===== config.mk =====
export PLATFORM = sky130hd
export DESIGN_NAME = hazard_ctrl
export DESIGN_NICKNAME = d
export VERILOG_FILES = /design/src/rtl/riscv_pkg.sv /design/src/rtl/fwd_unit.sv /design/src/rtl/hazard_ctrl.sv
export SDC_FILE = /design/constraint.sdc
export NUM_CORES = 1
export LEC_CHECK = 0
export ABC_AREA = 1
export CAP_MARGIN = 5
export CORE_UTILIZATION = 38
export DETAILED_ROUTE_END_ITERATION = 10
export HOLD_SLACK_MARGIN = 0.15
export PLACE_DENSITY = 0.65
export SLEW_MARGIN = 15
export SYNTH_ARGS = -nofsm -noshare
export SYNTH_HDL_FRONTEND = slang
export SYNTH_SLANG_ARGS = --single-unit

===== constraint.sdc =====
create_clock -name i_Clk -period 2.2 [get_ports i_Clk]
set_input_delay 0.44 -clock i_Clk [delete_from_list [all_inputs] [get_ports i_Clk]]
set_output_delay 0.44 -clock i_Clk [all_outputs]
set_load 0.005 [all_outputs]

===== src/rtl/riscv_pkg.sv =====
// Shared definitions for the 5-stage RISC-V core pipeline control.
package riscv_pkg;

    // Execute-stage operand forwarding selects
    localparam logic [1:0] FWD_RF = 2'b00;
    localparam logic [1:0] FWD_W  = 2'b01;
    localparam logic [1:0] FWD_M  = 2'b10;

    // ResultSrc encoding that marks a load in Execute
    localparam logic [1:0] RESULT_LOAD = 2'b01;

    // Data-memory handshake state
    typedef enum logic {
        MEM_IDLE,
        MEM_WAIT
    } mem_state_t;

endpackage


===== src/rtl/fwd_unit.sv =====
// Forwarding select for one Execute operand; the Memory-stage producer wins over Writeback.
module fwd_unit
    import riscv_pkg::*;
(
    input  logic [4:0] i_RsE,
    input  logic [4:0] i_RdM,
    input  logic [4:0] i_RdW,
    input  logic       i_RegWriteM,
    input  logic       i_RegWriteW,
    output logic [1:0] o_Forward
);

    // Pick the youngest in-flight producer of the source register; x0 never forwards
    always_comb begin
        o_Forward = FWD_RF;
        if (i_RegWriteM && (i_RdM != 5'd0) && (i_RdM == i_RsE)) begin
            o_Forward = FWD_M;
        end else if (i_RegWriteW && (i_RdW != 5'd0) && (i_RdW == i_RsE)) begin
            o_Forward = FWD_W;
        end
    end

endmodule


===== src/rtl/hazard_ctrl.sv =====
// Pipeline hazard controller: forwarding, load-use and branch handling, data-memory wait FSM,
// plus a saturating stall-cycle counter and a sticky memory-timeout flag for debug.
module hazard_ctrl
    import riscv_pkg::*;
#(
    parameter int unsigned P_TIMEOUT = 64,
    parameter int unsigned P_CNT_W   = 32
) (
    input  logic               i_Clk,
    input  logic               i_Reset,
    input  logic [4:0]         i_Rs1D,
    input  logic [4:0]         i_Rs2D,
    input  logic [4:0]         i_Rs1E,
    input  logic [4:0]         i_Rs2E,
    input  logic [4:0]         i_RdE,
    input  logic [4:0]         i_RdM,
    input  logic [4:0]         i_RdW,
    input  logic               i_RegWriteM,
    input  logic               i_RegWriteW,
    input  logic [1:0]         i_ResultSrcE,
    input  logic               i_PCSrcE,
    input  logic               i_MemAccessM,
    input  logic               i_DMemReady,
    output logic [1:0]         o_ForwardAE,
    output logic [1:0]         o_ForwardBE,
    output logic               o_StallF,
    output logic               o_StallD,
    output logic               o_StallE,
    output logic               o_StallM,
    output logic               o_FlushD,
    output logic               o_FlushE,
    output logic               o_FlushW,
    output logic               o_DMemReq,
    output logic [P_CNT_W-1:0] o_StallCount,
    output logic               o_MemTimeout
);

    localparam int unsigned WaitW = $clog2(P_TIMEOUT + 1);

    mem_state_t         stateQ, stateD;
    logic [WaitW-1:0]   waitCntQ, waitCntD;
    logic               timeoutQ, timeoutD;
    logic [P_CNT_W-1:0] stallCntQ, stallCntD;
    logic               lwStall;
    logic               memStall;
    logic               memReq;

    fwd_unit u_fwdA (
        .i_RsE       (i_Rs1E),
        .i_RdM       (i_RdM),
        .i_RdW       (i_RdW),
        .i_RegWriteM (i_RegWriteM),
        .i_RegWriteW (i_RegWriteW),
        .o_Forward   (o_ForwardAE)
    );

    fwd_unit u_fwdB (
        .i_RsE       (i_Rs2E),
        .i_RdM       (i_RdM),
        .i_RdW       (i_RdW),
        .i_RegWriteM (i_RegWriteM),
        .i_RegWriteW (i_RegWriteW),
        .o_Forward   (o_ForwardBE)
    );

    // Load in Execute whose destination is read by the instruction in Decode
    always_comb begin
        lwStall = (i_ResultSrcE == RESULT_LOAD) && (i_RdE != 5'd0) &&
                  ((i_RdE == i_Rs1D) || (i_RdE == i_Rs2D));
    end

    // Memory handshake FSM: next state, request and memory stall
    always_comb begin
        stateD   = stateQ;
        memReq   = 1'b0;
        memStall = 1'b0;
        unique case (stateQ)
            MEM_IDLE: begin
                memReq = i_MemAccessM;
                if (i_MemAccessM && !i_DMemReady) begin
                    memStall = 1'b1;
                    stateD   = MEM_WAIT;
                end
            end
            MEM_WAIT: begin
                memReq = 1'b1;
                if (i_DMemReady) begin
                    stateD = MEM_IDLE;
                end else begin
                    memStall = 1'b1;
                end
            end
            default: stateD = MEM_IDLE;
        endcase
    end

    // Stall/flush drive; a memory stall overrides load-use and branch flushes, all held low in reset
    always_comb begin
        o_StallF  = i_Reset & (lwStall | memStall);
        o_StallD  = i_Reset & (lwStall | memStall);
        o_StallE  = i_Reset & memStall;
        o_StallM  = i_Reset & memStall;
        o_FlushW  = i_Reset & memStall;
        o_FlushE  = i_Reset & (lwStall | i_PCSrcE) & ~memStall;
        o_FlushD  = i_Reset & i_PCSrcE & ~memStall;
        o_DMemReq = i_Reset & memReq;
    end

    // Wait counter, sticky timeout and saturating stall counter next state
    always_comb begin
        waitCntD  = waitCntQ;
        timeoutD  = timeoutQ;
        stallCntD = stallCntQ;
        if (stateQ == MEM_IDLE) begin
            waitCntD = '0;
        end else if (waitCntQ != WaitW'(P_TIMEOUT)) begin
            waitCntD = waitCntQ + WaitW'(1);
        end
        // The wait cycle that brings the count to P_TIMEOUT raises the flag
        if ((stateQ == MEM_WAIT) && (waitCntQ == WaitW'(P_TIMEOUT - 1))) begin
            timeoutD = 1'b1;
        end
        if (o_StallF && (stallCntQ != '1)) begin
            stallCntD = stallCntQ + P_CNT_W'(1);
        end
    end

    // State registers with asynchronous active-low reset
    always_ff @(posedge i_Clk or negedge i_Reset) begin
        if (!i_Reset) begin
            stateQ    <= MEM_IDLE;
            waitCntQ  <= '0;
            timeoutQ  <= 1'b0;
            stallCntQ <= '0;
        end else begin
            stateQ    <= stateD;
            waitCntQ  <= waitCntD;
            timeoutQ  <= timeoutD;
            stallCntQ <= stallCntD;
        end
    end

    assign o_StallCount = stallCntQ;
    assign o_MemTimeout = timeoutQ;

endmodule


==> metrics.csv <==
stage;metric;value;unit
run_status;status;finished, final reports clean;
detailed_routing;Detail Route Antenna Nets;0;
global_routing;first-pass GRT wire length;14.2;mm
timing;slew margin rel.;64.7;%
worst_setup_path;delay of the slowest critical-path stage;0.46;ns
detailed_routing;drt initial violations;148;
synth;synthesized area per cell;6.72;um^2
finish;share of layout cells above drive strength 1;10.6;%
detailed_routing;DR pass1 iterations;4;
floorplan;Row Count;32;
detailed_routing;met3 routed wirelength;253;um
synth;Gate Count Post-Synth;463;
cts;CTS tree;done;
synth;Synth area leader;dfrtp_1;
placement;placed cells;653;
synth;Primary FF master, synth;dfrtp_1;
detailed_routing;routed length on met2;4.23;mm
power;VDD IR max;0.279;mV
cts;cts hold-fix bufs;0;
synth;Yosys Warn Count;0;
finish;fillers;759;
timing;min cycle time layout;2.16;ns
synth;syn nets;510;
synth;most frequent cells after synthesis;nand2_1 (156), nand3_1 (52), nor2_1 (52);
synth;Post-synth ARST share;100;%
cts;clock root buffer master;clkbuf_8;
worst_setup_path;crit-path leading delay family;buffers and inverters;
cts;CTS sink count;41;
timing;skew final;0.00788;ns
timing;hold_ws;0.294;ns
timing;endpoints failing setup;0;
timing;Peak Freq;464;MHz
worst_setup_path;Worst Path Arrival;1.72;ns
detailed_routing;final wirelength;8.54;mm
worst_setup_path;number of cells on the worst reg-to-reg path;9;
synth;synth top area cells;dfrtp_1 (33%), nand2_1 (19%), nand3_1 (8.4%), nor2_1 (6.3%), inv_1 (5.9%);
cts;clock transition at the registers of the reported paths;0.08;ns
placement;IO Port Bufs;88;
worst_setup_path;critical path fanouts, max;2;
floorplan;Die H;92.5;um
finish;Area growth syn-to-layout;38.0;%
detailed_routing;highest metal used;met4;
flow_run;Max-Cap Viols;0;
detailed_routing;Residual DRC;0;
cts;Max clock buf depth;2;
synth;Yosys cell types;30;
placement;placed cell areas;4110;um^2
worst_setup_path;Critical Path Slowest Stage Cell;clkdlybuf4s50_1;
placement;routability cong.;0.884;
power;sw frac;27.7;%
power;combinational power share;21.8;%
finish;final core occ;55.0;%
synth;Synth Register Bits;41;
worst_setup_path;buffers and inverters on the worst path;2;
timing;Slew Limit Fails;0;
power;P_int;1.38;mW
timing;Final period util;98.0;%
detailed_routing;Vias/cell;4.79;
power;Flop pwr share;44.5;%
power;PD cells;446;nW/um^2
floorplan;initial core utilization;39.9;%
timing;worst-margin pin slew;0.530;ns
power;overall power;1.91;mW
synth;Post-synth EDFFs;0;
global_routing;remaining global-route overflow;0;
synth;post-synthesis sequential area ratio;33.0;%
worst_setup_path;CP required;1.76;ns
cts;number of H-tree levels;2;
timing;RSZ-0062 raised after global routing;true;
timing;Hold Vio Cnt, Final;0;
floorplan;Placeable Area;7810;um^2
global_routing;vias in the first global route;2998;
finish;final instance area;4290;um^2
global_routing;GRT Total Usage;21.0;%
worst_setup_path;crit path kind;in -> out;
global_routing;largest net degree at the start of global routing;42;
detailed_routing;post-DR wirelength/cell;12.8;um
synth;mapped cell area;3110;um^2
detailed_routing;Met1 Routed Length;3.82;mm
worst_setup_path;critical-path cell list;clkdlybuf4s50_1 > xor2_1 > nor3_1 > nand4_1 > nor2_1 > clkdlybuf4s15_2;
cts;latest clock arrival within the worst-skew pair;0.30;ns
power;Clock power frac;33.7;%
detailed_routing;Via Count;3198;
worst_setup_path;crit end category;output port;
cts;total CTS buffers;5;
min_path;Hold Crit Class;in -> async;
power;Lkg Pwr;2.10;nW
floorplan;die area;8550;um^2
synth;Yosys top cell area share;33.0;%
finish;antenna cells;0;
synth;most frequent cell after synthesis;nand2_1;
global_routing;initial antenna violation count;0;
floorplan;die width;92.5;um
finish;final cell count without fillers;668;
worst_setup_path;crit path launch type;primary input;
worst_setup_path;Worst path depth;6;
finish;Layout Nets;612;
power;Psw;529;uW
placement;hpwl dp;6.46;mm
floorplan;I/O Pins;89;
==> power by group through the flow <==
stage                     clock, mW  sequential, mW  combinational (mW)
final                         0.645           0.852               0.417
after global routing          0.696           0.860               0.469
after CTS                     0.666           0.853               0.418
after detailed placement          0           0.869               0.421
after global placement            0           0.864               0.412
after floorplan                   0           0.860               0.189
==> layout make-up <==
type / instances / area, um^2 / share of cell area, %
multi-input combinational: 355 / 1830 / 42.6
sequential: 41 / 1030 / 23.9
clock inverter: 1 / 30.0 / 0.700
inverter: 56 / 215 / 5.01
clock buffer: 7 / 86.3 / 2.01
timing repair buffer: 106 / 978 / 22.8
tap: 102 / 128 / 2.97
==> cell usage in the layout, fill, tap and decap left out, types with 7 or more instances in the layout <==
cell type and n:
nor3_1 12, nand4_1 8, nor2_1 52, nand2_1 155
xor2_1 21, buf_4 16, nand3_1 51, dfrtp_1 41
clkdlybuf4s50_1 49, dlygate4sd2_1 31, inv_2 7, xnor2_1 16
inv_1 48
==> what timing repair did <==
action | in CTS | in global routing
setup endpoints to repair | 10 | 26
pin swaps | 15 | 7
resized for setup | 57 | 7
hold endpoints to repair | 0 | 0
setup buffers | 8 | 0
==> final timing paths <==
check	start	to	slack, ns
worst max-delay path	i_Rs2E[1]	o_ForwardBE[0]	0.04
worst min-delay path	i_Reset	stateQ	0.29
worst max register to register	o_StallCount[0]	o_StallCount[31]	0.21
worst min register to register	o_MemTimeout	o_MemTimeout	0.48
max in group asynchronous	i_Reset	o_StallCount[26]	1.54
min in group i_Clk	o_MemTimeout	o_MemTimeout	0.48
==> flip-flops by register name, indices dropped and copies added, names as in the netlist <==
signal	flops
waitCntQ	7
stateQ	1
o_StallCount	32
o_MemTimeout	1
==> metrics by stage <==
| stage | worst slack (ns) | TNS, ns |
|---|---|---|
| after floorplan | 0.414 | 0 |
| after global placement | -0.393 | -7.29 |
| after detailed placement | -0.418 | -8.79 |
| after CTS | 0.000216 | 0 |
| after global routing | -0.0364 | -0.0640 |
| final | 0.0437 | 0 |
==> routing by layer <==
layer / vias to the layer above / global-route usage [%]
met1: 1463 / 27.5
met4: 0 / 7.55
met5: - / 0
li1: 1650 / -
met3: 19 / 2.87
met2: 66 / 35.0
==> logic make-up (layout without fill, tap and decap cells) <==
| kind of cell | Yosys count | after routing | share of synthesized area (%) |
|---|---|---|---|
| flip-flops | 41 | 41 | 33.0 |
| XOR/XNOR | 37 | 37 | 10.4 |
| adder cells (fa/ha/maj) | 3 | 3 | 1.21 |
| AO/OA/AOI/OAI | 12 | 12 | 2.05 |
| AND/OR/NAND/NOR | 303 | 303 | 43.5 |
| buffers and inverters | 67 | 170 | 9.85 |
Power figures use the tool's default switching activity.
